`config.mk`:
```
export PLATFORM = sky130hd
export DESIGN_NAME = td4x_core
export DESIGN_NICKNAME = d
export VERILOG_FILES = /design/src/rtl/td4x_core.sv
export SDC_FILE = /design/constraint.sdc
export NUM_CORES = 1
export LEC_CHECK = 0
export ABC_AREA = 1
export CAP_MARGIN = 20
export CORE_AREA = 3 3 79 81
export CTS_BUF_LIST = sky130_fd_sc_hd__clkbuf_4
export DETAILED_ROUTE_END_ITERATION = 12
export DIE_AREA = 0 0 82 84
export GPL_TIMING_DRIVEN = 0
export PLACE_DENSITY = 0.69
export SLEW_MARGIN = 20
export SYNTH_ARGS = -nofsm -noshare
export SYNTH_HDL_FRONTEND = slang
export SYNTH_SLANG_ARGS = --single-unit
```
`constraint.sdc`:
```
create_clock -name clk -period 5 [get_ports clk]
set_clock_uncertainty 0.1 [all_clocks]
set_input_delay 0.75 -clock clk [delete_from_list [all_inputs] [get_ports clk]]
set_output_delay 0.75 -clock clk [all_outputs]
set_load 0.05 [all_outputs]
```
`src/rtl/td4x_core.sv`:
```
// td4x_core: parametrised TD4 execution core with fetch stall, subtract,
// call/return on a hardware return stack, and a sticky halt/error state.
module td4x_core #(
  parameter int DW = 4,
  parameter int AW = 4,
  parameter int SD = 4
) (
  input  logic          clk,
  input  logic          rst_n,
  input  logic [DW+3:0] op,
  input  logic          op_valid,
  input  logic [DW-1:0] gpi,
  output logic [DW-1:0] gpo,
  output logic [AW-1:0] ip,
  output logic          halted,
  output logic          err
);

  localparam int SPW = $clog2(SD + 1);
  localparam int IW  = (SD > 1) ? $clog2(SD) : 1;

  typedef enum logic {
    S_RUN,
    S_HALT
  } state_t;

  typedef enum logic [3:0] {
    OP_ADD_A  = 4'h0,
    OP_MOV_AB = 4'h1,
    OP_IN_A   = 4'h2,
    OP_MOV_AI = 4'h3,
    OP_MOV_BA = 4'h4,
    OP_ADD_B  = 4'h5,
    OP_IN_B   = 4'h6,
    OP_MOV_BI = 4'h7,
    OP_CALL   = 4'h8,
    OP_OUT_B  = 4'h9,
    OP_RET    = 4'hA,
    OP_OUT_I  = 4'hB,
    OP_HLT    = 4'hC,
    OP_SUB_A  = 4'hD,
    OP_JNC    = 4'hE,
    OP_JMP    = 4'hF
  } opcode_t;

  state_t          state;
  opcode_t         opc;
  logic [DW-1:0]   im;
  logic [AW-1:0]   tgt;
  logic [DW-1:0]   reg_a;
  logic [DW-1:0]   reg_b;
  logic            cflag;
  logic [SPW-1:0]  sp;
  logic [AW-1:0]   stk [2**IW];

  logic [DW:0]     sum_a;
  logic [DW:0]     sum_b;
  logic [DW:0]     diff_a;
  logic [AW-1:0]   ip_inc;
  logic [SPW-1:0]  sp_dec;
  logic            stk_full;
  logic            stk_empty;
  logic            exec;
  logic            push_en;

  assign opc       = opcode_t'(op[DW+3:DW]);
  assign im        = op[DW-1:0];
  assign tgt       = im[AW-1:0];

  always_comb begin
    sum_a     = {1'b0, reg_a} + {1'b0, im};
    sum_b     = {1'b0, reg_b} + {1'b0, im};
    // Bit DW of the widened difference is the borrow (set exactly when im > reg_a).
    diff_a    = {1'b0, reg_a} - {1'b0, im};
    ip_inc    = ip + AW'(1);
    sp_dec    = sp - SPW'(1);
    stk_full  = (sp == SPW'(SD));
    stk_empty = (sp == '0);
    exec      = (state == S_RUN) && op_valid;
    push_en   = exec && (opc == OP_CALL) && !stk_full;
  end

  // Stack storage needs no reset: entries above sp are never read.
  always_ff @(posedge clk) begin
    if (push_en) stk[sp[IW-1:0]] <= ip_inc;
  end

  always_ff @(posedge clk or negedge rst_n) begin
    if (!rst_n) begin
      state  <= S_RUN;
      ip     <= '0;
      gpo    <= '0;
      reg_a  <= '0;
      reg_b  <= '0;
      cflag  <= 1'b0;
      sp     <= '0;
      halted <= 1'b0;
      err    <= 1'b0;
    end else begin
      case (state)
        S_RUN: begin
          if (op_valid) begin
            cflag <= 1'b0;
            ip    <= ip_inc;
            case (opc)
              OP_ADD_A: begin
                reg_a <= sum_a[DW-1:0];
                cflag <= sum_a[DW];
              end
              OP_MOV_AB: reg_a <= reg_b;
              OP_IN_A:   reg_a <= gpi;
              OP_MOV_AI: reg_a <= im;
              OP_MOV_BA: reg_b <= reg_a;
              OP_ADD_B: begin
                reg_b <= sum_b[DW-1:0];
                cflag <= sum_b[DW];
              end
              OP_IN_B:   reg_b <= gpi;
              OP_MOV_BI: reg_b <= im;
              OP_CALL: begin
                if (stk_full) begin
                  ip     <= ip;
                  cflag  <= cflag;
                  err    <= 1'b1;
                  halted <= 1'b1;
                  state  <= S_HALT;
                end else begin
                  ip <= tgt;
                  sp <= sp + SPW'(1);
                end
              end
              OP_OUT_B:  gpo <= reg_b;
              OP_RET: begin
                if (stk_empty) begin
                  ip     <= ip;
                  cflag  <= cflag;
                  err    <= 1'b1;
                  halted <= 1'b1;
                  state  <= S_HALT;
                end else begin
                  ip <= stk[sp_dec[IW-1:0]];
                  sp <= sp_dec;
                end
              end
              OP_OUT_I:  gpo <= im;
              OP_HLT: begin
                ip     <= ip;
                halted <= 1'b1;
                state  <= S_HALT;
              end
              OP_SUB_A: begin
                reg_a <= diff_a[DW-1:0];
                cflag <= diff_a[DW];
              end
              OP_JNC: begin
                if (!cflag) ip <= tgt;
              end
              OP_JMP:    ip <= tgt;
              default:   ;
            endcase
          end
        end
        S_HALT: ;
        default: state <= S_HALT;
      endcase
    end
  end

endmodule

```
# Yosys cells after proc, flatten, opt, wreduce, memory -nomap -nowiden
# Memory sizes are Yosys's and may differ from the RTL's.
# Cells that the tools add are included.
# W data, S select, Z words.
op_classes:
  addsub: 6
  multipliers: 0
  n_div: 0
  magnitude_cmp: 0
  n_eq_ne: 20
  shifts: 0
  mux: 24
  bitwise_logic: 2
  reduce_logical: 19
op_table:
  columns: ["operator", "count"]
  rows:
  - ["$pmux W4 S5", 2]
  - ["$eq A4 B4 Y1 const B", 8]
  - ["$reduce_and A5 Y1", 4]
  - ["$eq A4 B3 Y1 const B", 4]
  - ["$pmux W4 S4", 1]
  - ["$mux W4", 3]
  - ["$add A4 B4 Y5", 2]
  - ["$mux W1", 10]
  - ["$reduce_and A3 Y1", 3]
  - ["$eq A4 B2 Y1 const B", 2]
  - ["$ne A2 B2 Y1 const B", 4]
  - ["$pmux W4 S2", 1]
  - ["$mux W3", 2]
  - ["$pmux W1 S3", 2]
  - ["$pmux W3 S2", 1]
  - ["$pmux W1 S5", 1]
  - ["$reduce_bool A5 Y1", 1]
  - ["$sub A4 B4 Y5", 1]
  - ["$add A4 B1 Y4 const B", 1]
  - ["$eq A4 B1 Y1 const B", 1]
  - ["$logic_not A4 Y1", 1]
  - ["$reduce_and A4 Y1", 1]
  - ["$reduce_bool A2 Y1", 2]
  - ["$reduce_bool A4 Y1", 1]
  - ["9 further kinds", 12]
word_totals:
  regBits: 23
  latchBits: 0
  ram_bits: 16
  romBits: 0
  inputBits: 15
  out_inout_bits: 10
  n_memories: 1
memory_table:
  columns: ["memory", "words", "width", "rd", "rd_ports_with_merged_regs", "wr", "line", "source"]
  rows:
  - ["stk", 4, 4, 1, 0, 1, "54", "logic [AW-1:0] stk [2**IW];"]

# Longest topological paths before layout
depth:
  word_depth: 6
  mapped_depth: 11

# Worst setup path before layout
# Ideal clock, no wire load.
synth_path:
  path_kind: "input -> register"
  startpoint: "input port op[0]"
  endpoint: "register reg_b[2]"
  t_arrival_ps: 1834
  required_ps: 4771
  slack_ps: 2937
  stages: 7
  path_buffers: 0
  cell_sequence: "ha_1 fa_1 or2_2 nand3_1 nand2_1 nor2_1 o21ai_0"
synth_via:
  elab_chain_cells: 2
synth_rtl:
  columns: ["element", "line", "source"]
  rows:
  - ["start: declaration", "10", "input logic [DW+3:0] op,"]
  - ["$add A4 B4 Y5", "72", "sum_b = {1'b0, reg_b} + {1'b0, im};"]
  - ["$pmux W4 S4", "105", "case (opc)"]
  - ["end signal: assignment", "113", "OP_MOV_BA: reg_b <= reg_a;"]
  - ["end signal: assignment", "115", "reg_b <= sum_b[DW-1:0];"]
  - ["end signal: assignment", "118", "OP_IN_B: reg_b <= gpi;"]
  - ["end: declaration", "51", "logic [DW-1:0] reg_b;"]
# No other way between the ends.
# A chain may end at the register's enable or synchronous reset.

# Final worst setup path
layout_path:
  startpoint: "input port op[0]"
  endpoint: "register cflag"
layout_via:
  elab_chain_cells: 2
  elab_cells_between_ends: 4
layout_rtl:
  columns: ["element", "line", "source"]
  rows:
  - ["$sub A4 B4 Y5 (tied with other cells)", "74", "diff_a = {1'b0, reg_a} - {1'b0, im};"]
  - ["$pmux W1 S5 (*)", "105", null]
  - ["end signal: assignment", "108", "cflag <= sum_a[DW];"]
  - ["end signal: assignment", "116", "cflag <= sum_b[DW];"]
  - ["end signal: assignment", "123", "cflag <= cflag;"]
  - ["end: declaration", "52", "logic cflag;"]
# Mark *: on every way between the ends. The rest lies on a longest branch, timed or not.

==> impl_metrics.csv <==
group,metric,value,unit
die,top_level_ports,25,
placement,place.detailed.hpwl,5.04,mm
grt,use_met1,25.7,%
detailed_routing,dr.first_iter.drc_count,214,
synth,post-synth-top-area-cell,"sky130_fd_sc_hd__dfrtp_1",
setup_path,timing.critical_path.from,"op[0]",
finish,antenna_cells,0,
power_and_ir_drop,ratio_of_total_power_to_cell_area,180,nW/um^2
clock_tree,worstSkewPairLatency,0.35,ns
synth,yosys_register_bits,39,
power_and_ir_drop,p_leak,1.52,nW
finish,layout_net_count,442,
finish,layout_commonest_cell,"sky130_fd_sc_hd__nand2_1",
setup_path,r2r-start,"sp[0]",
detailed_routing,vias,2451,
power_and_ir_drop,ir_worst_vdd,91.8,uV
timing,setup_tns,0,ns
timing,max_freq,393,MHz
placement,port_buffers,24,
setup_path,r2r_slack,2.88,ns
setup_path,cp_max_fo,8,
placement,gpl.final_weighted_congestion,0.913,
synth,ys.warnings.count,0,
synth,post_synth_instance_area,2740,sq um
clock_tree,cts.root.buffer_cell,"sky130_fd_sc_hd__clkbuf_4",
timing,finalMaxSlewViolations,0,
setup_path,crit_path_start_kind,"input port",
detailed_routing,totalWireLength,6.44,mm
timing,grt_setup_unrepaired,"no",
die,initial_core_util,49.4,%
grt,grtUsageMet2,35.6,%
setup_path,path_class,"input port to flip-flop",
grt,grt-ovfl-total,0,
grt,globalRouteTotalUtil,20.3,%
finish,area_growth_syn_to_layout,13.8,%
detailed_routing,final_antenna_net_count,0,
timing,min_period_over_period,50.9,%
setup_path,master_of_the_slowest_instance_on_the_critical_path,"sky130_fd_sc_hd__clkdlybuf4s50_1",
clock_tree,cts_htree_levels,2,
grt,gr-usage-met3,3.56,%
timing,final_hold_viol_count,0,
setup_path,timing.rr.end,"stk[3][0]",
clock_tree,cts_buffers,5,
setup_path,number_of_cells_traversed_by_the_worst_register_to_register_path,6,
synth,seq_area_frac_synth,38.6,%
timing,period_needed,2.54,ns
die,design.die.area,6890,sq um
clock_tree,worst_setup_hold_path_clk_slew,0.13,ns
finish,mostFrequentLayoutCells,"sky130_fd_sc_hd__nand2_1, sky130_fd_sc_hd__nor2_1, sky130_fd_sc_hd__inv_1, sky130_fd_sc_hd__nand3_1",
grt,grt_start_max_net_pins,24,
grt,grt_most_used_layer,"met2",
setup_path,worstPathCellList,"clkdlybuf4s50_1 > ha_1 > fa_1 > nand2_1 > a21oi_1 > o21ai_0 > nand3_1 > nand2_1 > nand2_1",
timing,worst_slew_margin_rel,59.9,%
grt,grt_first_pass_wirelength,11.0,mm
setup_path,crit_required,5.16,ns
clock_tree,cts_setup_buffers,0,
synth,avgSynthCellArea,7.30,sq um
grt,grt_pass1_vias,2393,
finish,layout.filler_cells,550,
finish,sequential_cell_area,1060,sq um
finish,postLayoutCellArea,3120,sq um
clock_tree,cts_tree,"done",
detailed_routing,vias_per_cell,5.12,
job,drv_cap,0,
timing,final-setup-viol-count,0,
clock_tree,cts-resized-gates,0,
setup_path,cp_data_arrival_time,2.70,ns
outcome,run_status,"finished clean",
die,num_rows,27,
worst_hold_path,hp-class,"input port to asynchronous set/reset pin",
setup_path,end_kind,"flip-flop",
setup_path,slowest_delay,0.59,ns
detailed_routing,drt_pass1_iterations,4,
clock_tree,clock_tree.buffer_depth,2,
synth,synthesis.nets,411,
timing,worst_pin_slew,0.599,ns
setup_path,path_common_cell,"sky130_fd_sc_hd__nand2_1",
grt,antenna_violations_before_repair,0,
finish,layout-drive-gt1-share,4.91,%
die,core-area,5540,sq um
die,die_h,84,um
setup_path,setup.worst_path.end,"cflag",
finish,multiInputGateArea,1500,sq um
detailed_routing,avgRoutedWirePerCell,13.5,um
clock_tree,cts_sinks,39,
synth,post_synth_num_cell_types,29,
synth,syn-instance-count,375,
detailed_routing,drc,0,
placement,placed_cell_area,3060,sq um
clock_tree,cts_hold_buf,0,
synth,synth_top_area_share,21.0,%
die,floorplan.die.width,82,um
synth,synth_top_cells_by_area,"sky130_fd_sc_hd__dfrtp_1, sky130_fd_sc_hd__edfxtp_1, sky130_fd_sc_hd__nand2_1, sky130_fd_sc_hd__ha_1, sky130_fd_sc_hd__nand3_1",
[worst max-delay path, delay by kind of cell]
family | cells | cell delay [ns]
compound gates | 2 | 0.28
buf+inv | 1 | 0.59
simple gates | 4 | 0.35
fa+ha+maj | 2 | 0.71
[flip-flops by register name, summed over array words and instances (netlist names), 3 cells and up]
name / flops
reg_b: 4
reg_a: 4
stk: 16
sp: 3
ip: 4
gpo: 4
[logic make-up (layout without fill, tap and decap cells)]
family,count (synthesis),in the layout,synth area share [%]
adders and majority gates,21,21,10.4
xor gates and xnor gates,6,6,1.92
and+or+nand+nor,227,227,35.4
buffers and inverters,48,80,6.62
DFF,39,39,38.6
AOI/OAI and AO/OA,34,34,7.04
[worst min path at each step]
stage | startpoint | endpoint | slack (ns)
finish | rst_n | reg_a[0] | 0.27
CTS | rst_n | reg_a[0] | 0.29
detailed placement | state | halted | 0.37
global placement | state | halted | 0.35
global route | rst_n | gpo[0] | 0.28
floorplan | state | halted | 0.33
[per-layer routing]
layer	routed length [um]	share of wire, %
met5	0	0
met4	76	1.2
met3	359	5.6
met2	3230	50
met1	2780	43
[synth_stat cells, drive strengths merged]
cell    count
nand2     125
nor2       51
inv        47
nand3      36
dfrtp      23
ha         18
o21ai      17
edfxtp     16
a21oi       9
nand4       8
a31oi       4
xor2        4
fa          3
or2         3
nand3b      2
nor3        2
o21bai      2
xnor2       2
a22oi       1
buf         1
o21a        1
[through the flow]
stage | hold WS (ns) | utilization [%] | total power [mW] | cells | setup WS (ns)
6_report | 0.270 | 56.3 | 0.560 | 479 | 2.46
5_1_grt | 0.284 | 56.3 | 0.586 | 479 | 2.35
4_1_cts | 0.289 | 56.3 | 0.564 | 479 | 2.46
3_5_place_dp | 0.368 | 55.3 | 0.407 | 471 | 2.08
3_3_place_gp | 0.350 | 55.4 | 0.407 | 471 | 2.09
2_1_floorplan | 0.328 | - | 0.376 | 375 | 2.94
[power breakdown]
part           switching [mW]  total [mW]  internal, mW  leakage (nW)
registers            0.000131       0.331         0.331         0.452
logic                  0.0451      0.0692        0.0241          1.04
clock network           0.108       0.160        0.0517        0.0263
total                   0.153       0.560         0.407          1.52
[final cells by class]
class	instances	area share (%)
Clock buffer	5	1.20
Inverter	47	5.66
Tap cell	72	2.89
Clock inverter	3	0.482
Buffer	1	0.161
Sequential cell	39	33.9
Multi-Input combinational cell	288	48.2
Timing Repair Buffer	24	7.55
Note: power is estimated with default switching activity, not from simulation.
